File: config.mk
export PLATFORM = sky130hd
export DESIGN_NAME = freq_hop_scheduler
export DESIGN_NICKNAME = d
export VERILOG_FILES = /design/src/rtl/freq_hop_pkg.sv /design/src/rtl/freq_hop_table.sv /design/src/rtl/freq_hop_scheduler.sv
export SDC_FILE = /design/constraint.sdc
export NUM_CORES = 1
export LEC_CHECK = 0
export BUFFER_PORTS_ARGS = -buffer_cell sky130_fd_sc_hd__buf_2
export CAP_MARGIN = 10
export CORE_ASPECT_RATIO = 0.9
export CORE_MARGIN = 5
export CORE_UTILIZATION = 55
export DETAILED_ROUTE_END_ITERATION = 7
export PLACE_DENSITY_LB_ADDON = 0.12
export SLEW_MARGIN = 20
export SYNTH_ARGS = -nofsm -noshare
export SYNTH_HDL_FRONTEND = slang
export SYNTH_SLANG_ARGS = --single-unit
File: constraint.sdc
create_clock -name clock -period 3.1 [get_ports clock]
set_clock_uncertainty 0.15 [all_clocks]
set_input_delay 0.155 -clock clock [delete_from_list [all_inputs] [get_ports clock]]
set_output_delay 0.155 -clock clock [all_outputs]
set_load 0.05 [all_outputs]
File: src/rtl/freq_hop_pkg.sv
// Shared types and default constants for the frequency-hop scheduler.
package freq_hop_pkg;

  localparam int unsigned DefTableDepth   = 16;
  localparam int unsigned DefDwellWidth   = 24;
  localparam int unsigned DefSettleCycles = 12;
  localparam int unsigned PhaseW          = 16;

  typedef enum logic [1:0] {
    StIdle,
    StSettle,
    StDwell
  } state_e;

endpackage

File: src/rtl/freq_hop_table.sv
// Hop phase-increment table: one synchronous write port, one asynchronous read port, no reset.
module freq_hop_table #(
  parameter int unsigned Depth = 16,
  parameter int unsigned Width = 16
) (
  input  logic                     clk_i,
  input  logic                     wr_en_i,
  input  logic [$clog2(Depth)-1:0] wr_addr_i,
  input  logic [Width-1:0]         wr_data_i,
  input  logic [$clog2(Depth)-1:0] rd_addr_i,
  output logic [Width-1:0]         rd_data_o
);

  logic [Width-1:0] mem_q [Depth];

  // Storage update; a same-cycle read sees the pre-write contents.
  always_ff @(posedge clk_i) begin
    if (wr_en_i) mem_q[wr_addr_i] <= wr_data_i;
  end

  assign rd_data_o = mem_q[rd_addr_i];

endmodule

File: src/rtl/freq_hop_scheduler.sv
// Steps a DDS through a table of phase increments: settle, then dwell, per hop.
module freq_hop_scheduler
  import freq_hop_pkg::*;
#(
  parameter int unsigned TABLE_DEPTH   = DefTableDepth,
  parameter int unsigned DWELL_WIDTH   = DefDwellWidth,
  parameter int unsigned SETTLE_CYCLES = DefSettleCycles
) (
  input  logic                           clock,
  input  logic                           reset,
  input  logic                           cfg_wr_en,
  input  logic [$clog2(TABLE_DEPTH)-1:0] cfg_wr_addr,
  input  logic [15:0]                    cfg_wr_data,
  input  logic [$clog2(TABLE_DEPTH):0]   cfg_num_hops,
  input  logic [DWELL_WIDTH-1:0]         cfg_dwell,
  input  logic                           cfg_loop,
  input  logic                           start,
  input  logic                           stop,
  output logic [15:0]                    dds_phase_inc,
  output logic                           data_valid,
  output logic [$clog2(TABLE_DEPTH)-1:0] hop_index,
  output logic                           hop_strobe,
  output logic                           busy,
  output logic                           done
);

  localparam int unsigned AW      = $clog2(TABLE_DEPTH);
  localparam int unsigned SettleW = $clog2(SETTLE_CYCLES + 1);
  localparam int unsigned CntW    = (DWELL_WIDTH > SettleW) ? DWELL_WIDTH : SettleW;

  localparam logic [AW:0]      MaxHops    = (AW + 1)'(TABLE_DEPTH);
  localparam logic [CntW-1:0]  SettleLoad = CntW'(SETTLE_CYCLES - 1);

  state_e                 state_q;
  logic [CntW-1:0]        cnt_q;
  logic [AW:0]            num_hops_q;
  logic [DWELL_WIDTH-1:0] dwell_q;
  logic                   loop_q;
  logic [15:0]            phase_q;
  logic [AW-1:0]          idx_q;
  logic                   valid_q, strobe_q, busy_q, done_q;

  logic                   start_ok;
  logic                   last_hop;
  logic [AW-1:0]          next_idx;
  logic [AW-1:0]          rd_addr;
  logic [15:0]            rd_data;

  // Table write is suppressed while reset is held.
  freq_hop_table #(
    .Depth (TABLE_DEPTH),
    .Width (PhaseW)
  ) u_table (
    .clk_i     (clock),
    .wr_en_i   (cfg_wr_en & ~reset),
    .wr_addr_i (cfg_wr_addr),
    .wr_data_i (cfg_wr_data),
    .rd_addr_i (rd_addr),
    .rd_data_o (rd_data)
  );

  // Hop sequencing decode: which entry the next load reads.
  always_comb begin
    start_ok = (cfg_num_hops != '0) && (cfg_num_hops <= MaxHops);
    last_hop = ({1'b0, idx_q} == (num_hops_q - 1'b1));
    next_idx = last_hop ? '0 : idx_q + 1'b1;
    rd_addr  = (state_q == StDwell) ? next_idx : '0;
  end

  // Scheduler FSM with all outputs registered.
  always_ff @(posedge clock) begin
    if (reset) begin
      state_q    <= StIdle;
      cnt_q      <= '0;
      num_hops_q <= '0;
      dwell_q    <= '0;
      loop_q     <= 1'b0;
      phase_q    <= '0;
      idx_q      <= '0;
      valid_q    <= 1'b0;
      strobe_q   <= 1'b0;
      busy_q     <= 1'b0;
      done_q     <= 1'b0;
    end else begin
      strobe_q <= 1'b0;
      done_q   <= 1'b0;
      unique case (state_q)
        StIdle: begin
          if (start && !stop && start_ok) begin
            num_hops_q <= cfg_num_hops;
            dwell_q    <= (cfg_dwell == '0) ? DWELL_WIDTH'(1) : cfg_dwell;
            loop_q     <= cfg_loop;
            phase_q    <= rd_data;
            idx_q      <= '0;
            strobe_q   <= 1'b1;
            busy_q     <= 1'b1;
            valid_q    <= 1'b0;
            cnt_q      <= SettleLoad;
            state_q    <= StSettle;
          end
        end
        StSettle: begin
          if (stop) begin
            state_q <= StIdle;
            busy_q  <= 1'b0;
            valid_q <= 1'b0;
          end else if (cnt_q == '0) begin
            state_q <= StDwell;
            valid_q <= 1'b1;
            cnt_q   <= CntW'(dwell_q) - CntW'(1);
          end else begin
            cnt_q <= cnt_q - 1'b1;
          end
        end
        StDwell: begin
          if (stop) begin
            state_q <= StIdle;
            busy_q  <= 1'b0;
            valid_q <= 1'b0;
          end else if (cnt_q == '0) begin
            valid_q <= 1'b0;
            if (!last_hop || loop_q) begin
              idx_q    <= next_idx;
              phase_q  <= rd_data;
              strobe_q <= 1'b1;
              cnt_q    <= SettleLoad;
              state_q  <= StSettle;
            end else begin
              state_q <= StIdle;
              busy_q  <= 1'b0;
              done_q  <= 1'b1;
            end
          end else begin
            cnt_q <= cnt_q - 1'b1;
          end
        end
        default: state_q <= StIdle;
      endcase
    end
  end

  assign dds_phase_inc = phase_q;
  assign hop_index     = idx_q;
  assign data_valid    = valid_q;
  assign hop_strobe    = strobe_q;
  assign busy          = busy_q;
  assign done          = done_q;

endmodule

==> summary.txt <==
Run status
  – Run status: finished clean

Clocking
  – H-tree level count: 2
  – Clock Sinks: 336
  – TritonCTS Buffers: 36
  – Clock Pin Slew Worst Setup and Hold Paths: 0.06 ns
  – Clk Latency, worst-skew pair: 0.52 ns
  – Clock buffer depth: 3
  – Setup bufs post-CTS: 0
  – CTS tree: done
  – Root Driver: clkbuf_16

STA
  – Final Cycle Share: 91.3%
  – Worst slew pin tran: 0.806 ns
  – RSZ-0062 raised after global routing: no
  – # setup viols final: 0
  – Slew Viols, Final: 0
  – Relative slew slack: 46.0%
  – Final critical-path required period: 2.83 ns
  – Endpoints failing hold: 0
  – Max Clk Rate: 354 MHz
  – WHS: 0.0622 ns
  – TNS Setup: 0 ns
  – Worst setup margin: 0.271 ns

Yosys
  – Mean Syn Cell Area: 12.9 um2
  – Warnings from Yosys: 0
  – Area share of the largest cell type after synthesis: 52.4%
  – Sequential area share after synthesis: 63.3%
  – Synth Cell Area: 14,700 um2
  – Syn nets: 1,200
  – Synth area leader: edfxtp_1
  – Asr flop ratio synth: 0%
  – Largest cells by area after synthesis: edfxtp_1 (52%), dfxtp_1 (11%), mux2i_1 (3.7%)
  – Cell variety after synth: 74
  – Yosys reg bits: 336
  – Synth Instances: 1,137
  – Top FF cell, synth: edfxtp_1
  – Number of flops mapped to enable cells by yosys: 256

Placement
  – I/O Buffers: 78
  – Hpwl dp: 24.6 mm
  – Place WS: 0.349 ns
  – Placed Area: 15,700 um2
  – RD Place Congestion: 0.918
  – Dpl cells: 1,541

Hold path
  – Min-Delay Path Depth: 5
  – HP Start: start
  – Worst hold path class: in -> reg

Floorplan
  – Die Y: 165 um
  – Die span in x: 182 um
  – Cell Rows: 56
  – I/O pins: 79
  – Starting density of the core: 56.0%
  – Core ar.: 26,200 um2
  – Die area: 30,000 um2

Layout
  – Most frequent cells in the layout: edfxtp_1 (256), o21ai_0 (83), dfxtp_1 (79), buf_2 (78), nand2_1 (60)
  – Commonest non-fill, non-tap cell in the layout: edfxtp_1
  – Final core occ: 66.2%
  – Area of the multi-input gates: 5010 um2
  – Fill cells: 1,913
  – Final std cells w/o fill: 1,656
  – Share of layout cells above drive strength 1: 18.7%
  – Register area: 9290 um2
  – Layout Nets: 1,341
  – Final Cell Area: 17,400 um2
  – Syn-to-layout area delta: 18.3%

Drt
  – DR iter-0 viols: 1,126
  – DR vias/cell: 6.38
  – Final WL: 39.4 mm
  – Final ANT Viol Nets: 0
  – First-pass DRT Iterations: 5
  – Vias: 10,600
  – DR WL/cell: 23.8 um
  – # DRC: 0

GRT
  – Initial antenna violation count: 2
  – First-pass GRT wire length: 60.7 mm
  – GR Util All Layers: 26.1%
  – Overflow after GRT: 0
  – Vias in the first global route: 10,400
  – Largest net degree at the start of global routing: 99

Run
  – Max-Cap Viols: 0

Setup path
  – Crit start category: flip-flop
  – Worst flop-to-flop path startpoint: cnt_q[0]
  – Worst Path Required: 3.32 ns
  – CP Data Arrival Time: 3.04 ns
  – Setup crit start: cnt_q[0]
  – Reg2reg path depth: 9
  – CP max FO: 13
  – Worst setup EP type: flip-flop
  – Crit Path Class: reg -> reg
  – Flop-to-flop setup slack: 0.27 ns

Pwr
  – Tot Pwr: 10.9 mW
  – Worst VDD drop: 549 uV
  – Leak: 5.71 nW
  – Pwr Density: 630 nW/um2
==> final cells by class <==
cell class / count / area share (%)
inverters: 29 / 0.627
clock buffers: 49 / 5.65
well taps: 348 / 2.51
clock inverters: 16 / 0.966
repair buffers: 182 / 7.79
diodes: 3 / 0.0433
multi-input cells: 693 / 28.9
flip-flops and latches: 336 / 53.5
==> report_power, final <==
part | internal, mW | switching [mW]
Clock | 2.41 | 1.75
Combinational | 0.616 | 1.12
Sequential | 4.95 | 0.0931
Total | 7.98 | 2.96
==> cells by family (layout without fill, tap and decap cells) <==
group                      count (synthesis)  count (layout)  synth area share (%)
DFF                                      336             336                  63.3
AOI/OAI and AO/OA                        318             318                  15.1
and+or+nand+nor                          258             258                  9.05
buffers and inverters                    108             276                  3.17
muxes                                     72              72                  6.45
xor gates and xnor gates                  37              37                  2.21
adders and majority gates                  8               8                 0.682
other                                      0               3                     0
==> cell usage after synthesis (all sizes together), types with 3 or more instances <==
cell       n
a31oi     35
clkbuf    46
mux2i     54
a22oi     15
mux4      18
buf       33
a22o      13
or4        8
nor2b      3
a221o      3
ha         8
nor2      67
inv       28
o41ai      4
or2        3
and3       6
nand3     29
a21oi     38
o21ai     85
o32ai     13
o211ai     5
or3        8
a211oi    28
xnor2     25
dfxtp     80
nand4      4
o22ai      3
nor3      28
o31ai      4
a211o      3
nand2b    10
o22a       3
a221oi    30
edfxtp   256
nand2     60
o2111ai    9
nor4      24
a31o       4
xor2      12
a311oi     7
==> worst max-delay path, cell delays in order (launching register included) <==
cell,delay [ns]
dfxtp_1,0.33
inv_1,0.08
ha_1,0.21
or4b_4,0.52
nor2_4,0.23
nand3_1,0.24
buf_4,0.26
o21ai_0,0.28
or3_1,0.25
o32ai_1,0.12
==> sequential cells by signal, summed over array words and instances (netlist names) <==
| register | cells |
|---|---|
| u_table.mem_q | 256 |
| busy | 1 |
| dds_phase_inc | 16 |
| dwell_q | 24 |
| hop_strobe | 1 |
| cnt_q | 24 |
| state_q | 2 |
| hop_index | 4 |
| done | 1 |
| data_valid | 1 |
| loop_q | 1 |
| num_hops_q | 5 |
==> final timing paths <==
path              endpoint
max              cnt_q[15]
min          num_hops_q[4]
max reg2reg      cnt_q[15]
min reg2reg  num_hops_q[1]
==> what timing repair did <==
action / in CTS / in global routing
gates resized for setup: 0 / 0
endpoints found under the setup margin: 0 / 0
endpoints found under the hold margin: 289 / 0
hold buffers: 47 / 0
==> routing by layer <==
layer | vias up | GRT usage [%] | share of wire [%]
met5 | - | 0 | 0
met4 | 0 | 6.34 | 2.1
met3 | 66 | 3.52 | 7.1
met2 | 454 | 41.6 | 47
met1 | 5279 | 38.6 | 44
li1 | 4769 | - | -
(Power assumes the default switching activity.)
